$ cat src/rtl/mul_pkg.sv
// Shared types and constants for the sequential shift-and-add multiplier.
// Imported by the multiplier controller.
package mul_pkg;

    typedef enum logic [1:0] {
        IDLE = 2'd0,
        RUN  = 2'd1,
        DONE = 2'd2
    } state_t;

    localparam int        MUL_WIDTH     = 8;
    localparam logic [2:0] MUL_ITER_LAST = 3'd7;
    localparam int        PROD_WIDTH    = 16;

endpackage

$ cat src/rtl/eightBitAdder.sv
// Eight-bit ripple-carry adder with carry in/out and signed overflow flag.
// Shared datapath block reused by the multiplier controller.
module eightBitAdder (
    input  logic [7:0] x,
    input  logic [7:0] y,
    input  logic       c_in,
    output logic [7:0] sum,
    output logic       c_out,
    output logic       overflow
);

    // Ripple the carry through eight full-adder cells.
    always_comb begin
        logic [8:0] c;
        c      = '0;
        c[0]   = c_in;
        sum    = '0;
        for (int i = 0; i < 8; i++) begin
            sum[i]   = x[i] ^ y[i] ^ c[i];
            c[i + 1] = (x[i] & y[i]) | (c[i] & (x[i] ^ y[i]));
        end
        c_out    = c[8];
        overflow = c[7] ^ c[8];
    end

endmodule

$ cat src/rtl/shift_add_multiplier.sv
// Sequential 8x8 unsigned multiplier: eight shift-and-add steps through
// one shared eightBitAdder, with a one-cycle done pulse on completion.
module shift_add_multiplier
    import mul_pkg::*;
#(
    parameter int WIDTH = 8
) (
    input  logic                 clk,
    input  logic                 rst,
    input  logic                 start,
    input  logic [WIDTH-1:0]     a,
    input  logic [WIDTH-1:0]     b,
    output logic                 busy,
    output logic                 done,
    output logic [2*WIDTH-1:0]   product
);

    state_t                  state_q, state_d;
    logic [2:0]              count_q, count_d;
    logic [MUL_WIDTH-1:0]    mcand_q, mcand_d;
    logic [MUL_WIDTH-1:0]    acc_hi_q, acc_hi_d;
    logic [MUL_WIDTH-1:0]    acc_lo_q, acc_lo_d;
    logic [PROD_WIDTH-1:0]   product_q, product_d;

    logic [MUL_WIDTH-1:0]    add_y;
    logic [MUL_WIDTH-1:0]    add_sum;
    logic                    add_cout;
    logic                    adder_ovf_unused;

    // Partial product: add the multiplicand only when the current
    // multiplier bit (LSB of the low accumulator) is set.
    assign add_y = acc_lo_q[0] ? mcand_q : '0;

    eightBitAdder u_adder (
        .x        (acc_hi_q),
        .y        (add_y),
        .c_in     (1'b0),
        .sum      (add_sum),
        .c_out    (add_cout),
        .overflow (adder_ovf_unused)
    );

    // State and datapath registers, cleared asynchronously on reset.
    always_ff @(posedge clk or posedge rst) begin
        if (rst) begin
            state_q   <= IDLE;
            count_q   <= '0;
            mcand_q   <= '0;
            acc_hi_q  <= '0;
            acc_lo_q  <= '0;
            product_q <= '0;
        end else begin
            state_q   <= state_d;
            count_q   <= count_d;
            mcand_q   <= mcand_d;
            acc_hi_q  <= acc_hi_d;
            acc_lo_q  <= acc_lo_d;
            product_q <= product_d;
        end
    end

    // Next-state logic: accept in IDLE, iterate in RUN, pulse in DONE.
    always_comb begin
        state_d   = state_q;
        count_d   = count_q;
        mcand_d   = mcand_q;
        acc_hi_d  = acc_hi_q;
        acc_lo_d  = acc_lo_q;
        product_d = product_q;
        unique case (state_q)
            IDLE: begin
                if (start) begin
                    state_d  = RUN;
                    mcand_d  = a;
                    acc_lo_d = b;
                    acc_hi_d = '0;
                    count_d  = '0;
                end
            end
            RUN: begin
                // {c_out, sum, acc_lo} shifted right by one.
                acc_hi_d = {add_cout, add_sum[MUL_WIDTH-1:1]};
                acc_lo_d = {add_sum[0], acc_lo_q[MUL_WIDTH-1:1]};
                count_d  = count_q + 3'd1;
                if (count_q == MUL_ITER_LAST) begin
                    state_d   = DONE;
                    product_d = {acc_hi_d, acc_lo_d};
                end
            end
            DONE: begin
                state_d = IDLE;
            end
            default: begin
                state_d = IDLE;
            end
        endcase
    end

    assign busy    = (state_q != IDLE);
    assign done    = (state_q == DONE);
    assign product = product_q;

endmodule

$ cat config.mk
export PLATFORM = sky130hd
export DESIGN_NAME = shift_add_multiplier
export DESIGN_NICKNAME = d
export VERILOG_FILES = /design/src/rtl/mul_pkg.sv /design/src/rtl/eightBitAdder.sv /design/src/rtl/shift_add_multiplier.sv
export SDC_FILE = /design/constraint.sdc
export NUM_CORES = 1
export LEC_CHECK = 0
export BUFFER_PORTS_ARGS = -buffer_cell sky130_fd_sc_hd__buf_2
export CORE_MARGIN = 3
export CORE_UTILIZATION = 55
export CTS_CLUSTER_DIAMETER = 150
export DETAILED_ROUTE_END_ITERATION = 8
export PLACE_DENSITY = 0.79
export SLEW_MARGIN = 40
export SYNTH_ARGS = -nofsm -noshare
export SYNTH_HDL_FRONTEND = slang
export SYNTH_SLANG_ARGS = --single-unit
$ cat constraint.sdc
create_clock -name clk -period 4.03 [get_ports clk]
set_input_delay 0 -clock clk [delete_from_list [all_inputs] [get_ports clk]]
set_output_delay 0 -clock clk [all_outputs]
set_load 0.005 [all_outputs]
Word level (Yosys, flattened, before mapping)
Index checks and enable logic that the tools add are counted.
{"block": "word_totals", "inputBits": 19, "wordCells": 66, "output_inout_bits": 18, "ff_bits": 45}
{"block": "op_classes", "addsub": 1, "mux": 10, "reduce_logical": 7, "eq_ne": 5, "n_bitwise": 37}
{"cell": "case mux 8 bit (2 select lines)", "n": 2}
{"cell": "2-to-1 mux 8 bit", "n": 3}
{"cell": "bitwise AND 1 bit", "n": 15}
{"cell": "XOR 1 bit", "n": 15}
{"cell": "AND reduction 2 bit", "n": 4}
{"cell": "bitwise OR 1 bit", "n": 7}
{"cell": "case mux 3 bit (2 select lines)", "n": 1}
{"cell": "2-to-1 mux 2 bit", "n": 2}
{"cell": "!= test 2 bit, second input constant", "n": 2}
{"cell": "case mux 2 bit (2 select lines)", "n": 1}
{"cell": "nonzero test 2 bit", "n": 2}
{"cell": "adder 3 x 1 -> 3 bit, second input constant", "n": 1}
{"cell": "equality test 3 bit, second input constant", "n": 1}
{"cell": "2-to-1 mux 3 bit", "n": 1}
{"cell": "equality test 2 x 1 -> 1 bit, second input constant", "n": 1}
{"cell": "equality test 2 bit, second input constant", "n": 1}
{"cell": "zero test 2 bit", "n": 1}

Depth between registers and ports, before layout
Gate-level depths: netlist of the first run.
{"block": "logic_depth", "word_depth": 17, "ltp_mapped": 14, "ltp_nobuf": 13}

By module
From an unflattened synthesis of the first run, not the netlist that was laid out.
{"block": "unflattened", "hier_cells": 162, "hier_area_um2": 2153.3}
{"mod": "shift_add_multiplier", "area_each_um2": 1946.9, "cells_per_inst": 143, "seq_area_each_um2": 1126.1, "n_inst": 1}
{"mod": "eightBitAdder", "area_each_um2": 206.4, "cells_per_inst": 19, "seq_area_each_um2": 0.0, "n_inst": 1}

Worst setup path before layout of the first run
Ideal clock, no wire load.
{"block": "synth_path", "path_type": "register to register", "startpoint": "register acc_lo_q[0]", "endpoint": "register product_q[14] (netlist: product[14])", "arrival_time_ns": 3.283, "setup_time_ns": 0.123, "n_path_buf": 1, "period_less_slack_ns": 3.407, "required_ns": 3.907, "path_stages_with_launch": 15, "path_slack_ns": 0.623, "cell_sequence": "dfrtp_1 clkbuf_1 and2_1 ha_1 inv_1 fa_1 fa_1 fa_1 fa_1 inv_1 fa_1 fa_1 inv_1 fa_1 mux2i_1"}
{"block": "synth_via", "elab_chain_len": 15, "word_cells_on_any_way": 28, "classes_between": "1 x mux; 27 x bitwise"}
{"item": "start, declared", "line": "shift_add_multiplier.sv:22", "text": "logic [MUL_WIDTH-1:0] acc_lo_q, acc_lo_d;"}
{"item": "start signal, assigned", "line": "shift_add_multiplier.sv:57", "text": "acc_lo_q <= acc_lo_d;"}
{"item": "2-to-1 mux 8 bit *", "line": "shift_add_multiplier.sv:32", "text": "assign add_y = acc_lo_q[0] ? mcand_q : '0;"}
{"item": "bitwise AND 1 bit / XOR 1 bit (equally long branches)", "line": "eightBitAdder.sv:20", "text": "c[i + 1] = (x[i] & y[i]) | (c[i] & (x[i] ^ y[i]));"}
{"item": "bitwise AND 1 bit", "line": "eightBitAdder.sv:20"}
{"item": "bitwise OR 1 bit", "line": "eightBitAdder.sv:20"}
{"item": "bitwise AND 1 bit", "line": "eightBitAdder.sv:20"}
{"item": "bitwise OR 1 bit", "line": "eightBitAdder.sv:20"}
{"item": "bitwise AND 1 bit", "line": "eightBitAdder.sv:20"}
{"item": "bitwise OR 1 bit", "line": "eightBitAdder.sv:20"}
{"item": "bitwise AND 1 bit", "line": "eightBitAdder.sv:20"}
{"item": "bitwise OR 1 bit", "line": "eightBitAdder.sv:20"}
{"item": "bitwise AND 1 bit", "line": "eightBitAdder.sv:20"}
{"item": "bitwise OR 1 bit", "line": "eightBitAdder.sv:20"}
{"item": "bitwise AND 1 bit", "line": "eightBitAdder.sv:20"}
{"item": "bitwise OR 1 bit", "line": "eightBitAdder.sv:20"}
{"item": "XOR 1 bit *", "line": "eightBitAdder.sv:19", "text": "sum[i] = x[i] ^ y[i] ^ c[i];"}
{"item": "end signal, assigned", "line": "shift_add_multiplier.sv:58", "text": "product_q <= product_d;"}
{"item": "end, declared", "line": "shift_add_multiplier.sv:23", "text": "logic [PROD_WIDTH-1:0] product_q, product_d;"}
Mark *: on every way between the ends. The rest lies on a longest branch, timed or not.
A chain may end at the register's enable or synchronous reset.

Worst setup path after layout of the first run
Same ends and word-level chain as after synthesis.

==> run_results.csv, run 1 <==
group,metric,value,unit
timing,worstMarginPinSlew,811,ps
floorplanning,rows,21,
timing,rsz0062_at_grt,"false",
layout,final_cell_mix,"dfrtp_1 (45), buf_2 (36), inv_1 (25), mux2_2 (19), nor2b_1 (10)",
run,max-cap-violations,0,
routing,drt_iter0_markers,120,
timing,hold_viol,0,
global_route,grt_max_degree,46,
setup_path,rr_endpoint,"product[14]",
placed_design,dpl_cell_area,0.00231,mm²
logic_synthesis,async_flop_share,100,%
timing,fmax,280,MHz
setup_path,crit_fanout,9,
routing,firstDrtPassIters,4,
timing,setup_viol,0,
timing,finalMaxSlewViolations,0,
layout,drive_above_1_share,31.8,%
setup_path,r2r_start,"acc_lo_q[0]",
pwr,swShare,36.5,%
setup_path,cp-start-kind,"flip-flop",
layout,fin_util,70.6,%
clock_tree,clock_sinks,45,
timing,finalWorstSetupSlack,455,ps
logic_synthesis,ys_seq_elements,45,
global_route,grt_pass1_vias,1461,
global_route,met3_usage,5.75,%
layout,fin_nets,239,
setup_path,criticalPathCategory,"flip-flop to flip-flop",
routing,drc,0,
layout,final_common_cell,"dfrtp_1",
clock_tree,cts_tree,"built",
pwr,internal_power,1.23,mW
clock_tree,cts_htree_levels,2,
global_route,grt_busiest_layer,"met2",
setup_path,required,4200,ps
min_path,holdPathStages,3,
clock_tree,cts_hold_buf,9,
logic_synthesis,syn_inst,164,
pwr,cellLeakagePower,1.23,nW
clock_tree,cts_resized,0,
layout,area_growth,17.9,%
clock_tree,clockBufferDepth,2,
timing,period_minus_slack,3570,ps
setup_path,reg2reg_depth,13,
timing,fin_worst_skew,14.1,ps
placed_design,port_buffers,36,
floorplanning,dieWidth,67.9,µm
pwr,p_sw,0.706,mW
logic_synthesis,synth_area_per_cell,12.8,µm²
logic_synthesis,ys.flop_type,"dfrtp_1",
routing,vias_per_cell,5.35,
floorplanning,die-area,0.00461,mm²
logic_synthesis,yosysUniqueCellTypes,23,
logic_synthesis,synth-seq-area-share,53.4,%
timing,slew_headroom,45.9,%
routing,ant_nets,0,
clock_tree,cts.clk_slew.worst_paths,90,ps
logic_synthesis,yosys_warnings,0,
min_path,min_to,"acc_lo_q[3]",
clock_tree,root_buffer,"clkbuf_8",
routing,wire_per_inst,16.1,µm
floorplanning,die_h,67.9,µm
min_path,holdCritStartpoint,"b[3]",
status,status,"completed",
floorplanning,start_util,59.8,%
global_route,overflow,0,
floorplanning,io_pins,37,
global_route,grt_use_total,21.1,%
global_route,met1_usage,26.1,%
timing,finalCritPeriodShare,88.7,%
pwr,vdd_ir_drop_max,0.318,mV
clock_tree,post_cts_buffers,0,
layout,diodes,0,
placed_design,post-dp-hpwl,2.92,mm
clock_tree,clk_latency,300,ps
placed_design,place_congestion,0.795,
global_route,use_met2,35.4,%
global_route,antenna_found_initial,0,
routing,wl,4.14,mm
timing,final.setup.tns,0,ps
pwr,finalPower,1.94,mW
pwr,clkPwrFrac,13.9,%
global_route,grt_pass1_wl,6.94,mm
layout,postLayoutCellArea,0.00248,mm²
clock_tree,cts-buffers-inserted,5,
routing,via_count,1376,
setup_path,worst_ep_arrival_time,3750,ps
pwr,power_density,779,mW/mm²
floorplanning,core,0.00352,mm²
min_path,worstHoldPathType,"input pin to flip-flop",
logic_synthesis,syn_area,0.00211,mm²
pwr,power_frac_seq,42.9,%
pwr,pwr-share-comb,43.2,%
placed_design,post-place-ws,481,ps
logic_synthesis,synth_nets,193,
setup_path,endpoint_kind,"flip-flop",
setup_path,r2r_slack,460,ps
logic_synthesis,synth-edff-count,0,
power groups by stage:
stage / clock [mW] / combinational [mW] / sequential, mW
after floorplan: 0 / 0.623 / 0.779
after global placement: 0 / 0.782 / 0.824
after global routing: 0.296 / 0.944 / 0.863
after detailed placement: 0 / 0.828 / 0.838
final: 0.269 / 0.836 / 0.830
after CTS: 0.274 / 0.845 / 0.831
final cells by class:
type,count,area (µm²)
Tap cell,46,57.6
Fill cell,273,1040
Clock buffer,6,72.6
Inverter,25,93.8
Multi-Input combinational cell,87,847
Timing Repair Buffer,46,278
Clock inverter,2,10.0
Sequential cell,45,1130
worst max-delay path by stage:
| stage | start | slack [ps] | endpoint |
|---|---|---|---|
| CTS | acc_lo_q[0] | 450 | product[14] |
| global placement | acc_lo_q[0] | 660 | product[14] |
| finish | acc_lo_q[0] | 460 | product[14] |
| floorplan | acc_lo_q[0] | 620 | product[14] |
| global route | acc_lo_q[0] | 300 | product[14] |
| detailed placement | acc_lo_q[0] | 480 | product[14] |
cells in the mapped netlist, types with 2 or more instances:
cell	n	area share [%]
clkbuf_1	3	0.53
fa_1	7	6.7
mux2i_1	6	2.9
nor2b_1	10	3.0
a22o_1	4	1.7
inv_1	25	4.5
nor2_1	3	0.53
ha_1	3	1.8
dfrtp_1	45	53
nand2_1	5	0.89
mux2_2	19	10
nor3b_1	8	2.9
a221oi_1	8	3.3
o2bb2ai_1	6	2.5
buf_2	2	0.48
and2_1	3	0.89
critical path, stage by stage (launching register included):
cell	delay, ps
dfrtp_1	490
and2_1	180
ha_1	150
inv_1	60
fa_1	380
fa_1	400
fa_1	390
fa_1	360
inv_1	70
fa_1	170
fa_1	160
inv_1	50
fa_1	500
mux2i_1	80
sequential cells by signal (all words and copies together) (netlist names):
signal,flops
acc_hi_q,8
state_q,2
acc_lo_q,8
count_q,3
mcand_q,8
product,16
per-stage QoR:
stage               hold slack [ps]  instances
floorplan                       152        164
global placement                165        240
global route                   30.3        257
CTS                            6.34        257
finish                         16.2        257
detailed placement              170        240
routing by layer:
metal / wire, µm / share of wire [%] / up-vias
li1: - / - / 645
met1: 1780 / 43 / 695
met2: 2090 / 50 / 30
met3: 196 / 4.7 / 6
met4: 69 / 1.7 / 0
met5: 0 / 0 / -
logic make-up after synthesis:
| logic type | Yosys count | synth area share, % |
|---|---|---|
| flops | 45 | 53.4 |
| buf+inv | 32 | 6.35 |
| simple gates | 32 | 10.3 |
| mux | 25 | 13.0 |
| compound gates | 20 | 8.49 |
| fa+ha+maj | 10 | 8.43 |
Note: power is estimated with default switching activity, not from simulation.
==> inputs of run 2 (changes only) <==
- CORE_MARGIN: 3 -> unset
==> run 2 against run 1 <==
Net effect:
- critical endpoint unchanged
- critical path type unchanged
- setup slack got worse by 2.5 ps
- non-clock buffer count did not move
- count of clock-buffer cells in the layout fell by 1
- largest cell class unchanged
- clock skew fell by 6.4 ps
==> run_results.csv, run 2 (synthesis results as in run 1) <==
group,metric,value,unit
global_route,grt_pass1_wl,6.51,mm
layout,area_growth,17.6,%
layout,multi_input_area,847,µm²
placed_design,port_buffers,36,
placed_design,place_congestion,0.760,
floorplanning,rows,22,
min_path,worstHoldPathType,"input pin to flip-flop",
routing,wl,3.57,mm
layout,final_common_cell,"dfrtp_1",
layout,drive_above_1_share,31.6,%
placed_design,post-place-ws,454,ps
setup_path,r2r_slack,450,ps
setup_path,criticalPathCategory,"flip-flop to flip-flop",
global_route,grt_max_degree,46,
run,max-cap-violations,0,
clock_tree,clock_sinks,45,
placed_design,dpl_cell_area,0.00231,mm²
setup_path,rr_endpoint,"product[14]",
clock_tree,cts_htree_levels,2,
timing,period_minus_slack,3580,ps
pwr,swShare,35.1,%
setup_path,r2r_start,"acc_lo_q[0]",
routing,via_count,1352,
clock_tree,cts_resized,0,
routing,ant_nets,0,
routing,drc,0,
timing,hold_viol,0,
clock_tree,clockBufferDepth,2,
layout,largest_reg_flops,16,
pwr,pwr-share-comb,42.8,%
pwr,power_density,759,mW/mm²
setup_path,worst_ep_arrival_time,3750,ps
min_path,holdPathStages,3,
timing,worstMarginPinSlew,813,ps
global_route,grt_use_total,21.1,%
pwr,p_sw,0.661,mW
floorplanning,start_util,57.6,%
clock_tree,root_buffer,"clkbuf_8",
setup_path,worst_path_max_delay_cell,"fa_1",
timing,setup_viol,0,
pwr,finalPower,1.88,mW
placed_design,post-dp-hpwl,2.51,mm
timing,finalCritPeriodShare,88.8,%
timing,finalWorstSetupSlack,453,ps
timing,rsz0062_at_grt,"false",
layout,num-fill-cells,271,
pwr,cellLeakagePower,1.22,nW
min_path,holdCritStartpoint,"b[1]",
pwr,vdd_ir_drop_max,0.417,mV
floorplanning,core,0.00366,mm²
routing,firstDrtPassIters,4,
setup_path,required,4200,ps
setup_path,crit_fanout,9,
setup_path,crit_path_cell_trace,"and2_1, ha_1, inv_1, fa_1, fa_1, fa_1, fa_1, inv_1, fa_1, fa_1, inv_1, fa_1, mux2i_1",
setup_path,cp-start-kind,"flip-flop",
min_path,min_to,"acc_lo_q[1]",
floorplanning,die-area,0.00408,mm²
layout,postLayoutCellArea,0.00248,mm²
layout,fin_util,67.7,%
floorplanning,io_pins,37,
timing,slew_headroom,45.8,%
setup_path,slowest_delay,510,ps
routing,vias_per_cell,5.26,
floorplanning,die_h,63.9,µm
status,status,"completed",
pwr,internal_power,1.22,mW
clock_tree,cts-buffers-inserted,5,
global_route,grt_pass1_vias,1480,
timing,final.setup.tns,0,ps
setup_path,reg2reg_depth,13,
clock_tree,cts_tree,"built",
layout,regArea,0.00113,mm²
clock_tree,clk_latency,290,ps
setup_path,crit_top_cell,"fa_1",
layout,fin_nets,239,
timing,finalMaxSlewViolations,0,
clock_tree,cts.clk_slew.worst_paths,80,ps
layout,diodes,0,
routing,wire_per_inst,13.9,µm
pwr,clkPwrFrac,13.4,%
floorplanning,dieWidth,63.9,µm
setup_path,path_delay_family,"adder cells",
global_route,overflow,0,
setup_path,cp.buffers_inverters,3,
layout,final_cell_mix,"dfrtp_1 (45), buf_2 (36), inv_1 (24), mux2_2 (19), nor2b_1 (10)",
global_route,antenna_found_initial,0,
routing,drt_iter0_markers,24,
timing,fin_worst_skew,7.75,ps
setup_path,endpoint_kind,"flip-flop",
pwr,power_frac_seq,43.8,%
timing,fmax,280,MHz
## run 2: changes by cell type in the layout (fill, tap and decap cells not counted)
cell,previous run,this run
clkbuf_1,1,0
clkinv_1,0,1
clkinv_2,2,1
inv_1,25,24
## run 2: worst max-delay path by stage
| stage | startpoint | end | slack, ps | cells past startpoint |
|---|---|---|---|---|
| floorplan | acc_lo_q[0] | product[14] | 620 | 14 |
| global placement | acc_lo_q[0] | product[14] | 630 | 13 |
| detailed placement | acc_lo_q[0] | product[14] | 450 | 13 |
| CTS | acc_lo_q[0] | product[14] | 440 | 13 |
| global route | acc_lo_q[0] | product[14] | 270 | 13 |
| finish | acc_lo_q[0] | product[14] | 450 | 13 |
## run 2: through the flow
stage / cells / hold slack, ps
2_1_floorplan: 164 / 152
3_3_place_gp: 242 / 154
3_5_place_dp: 242 / 168
4_1_cts: 257 / 13.3
5_1_grt: 257 / 37.1
6_report: 257 / 27.9
## run 2: final cells by class
type                       count  share of cell area (%)
sequential                    45                    45.4
multi-input combinational     87                    34.2
timing repair buffer          46                    11.2
inverter                      25                    3.79
clock buffer                   5                    2.78
tap                           48                    2.42
clock inverter                 1                   0.202
## run 2: worst min-delay path: cells and delay by family
kind            cells  cell delay [ps]
buf+inv             1              100
simple gates        1              100
compound gates      1               80
## run 2: layer usage
metal	up-vias	track usage, %	part of all wire [%]
met5	-	0	0
met4	0	9.09	1.3
met3	4	5.71	3.6
met2	24	34.6	48
met1	679	26.2	47
li1	645	-	-
## run 2: repair_timing
item / CTS / global route
hold endpoints to repair: 53 / 0
hold buffers: 9 / 0
setup buffers: 0 / 0
## run 2: power groups by stage
| stage | sequential, mW | clock [mW] | combinational (mW) |
|---|---|---|---|
| 6_report | 0.824 | 0.252 | 0.804 |
| 5_1_grt | 0.859 | 0.277 | 0.925 |
| 4_1_cts | 0.825 | 0.262 | 0.821 |
| 3_5_place_dp | 0.833 | 0 | 0.812 |
| 3_3_place_gp | 0.822 | 0 | 0.765 |
| 2_1_floorplan | 0.779 | 0 | 0.623 |
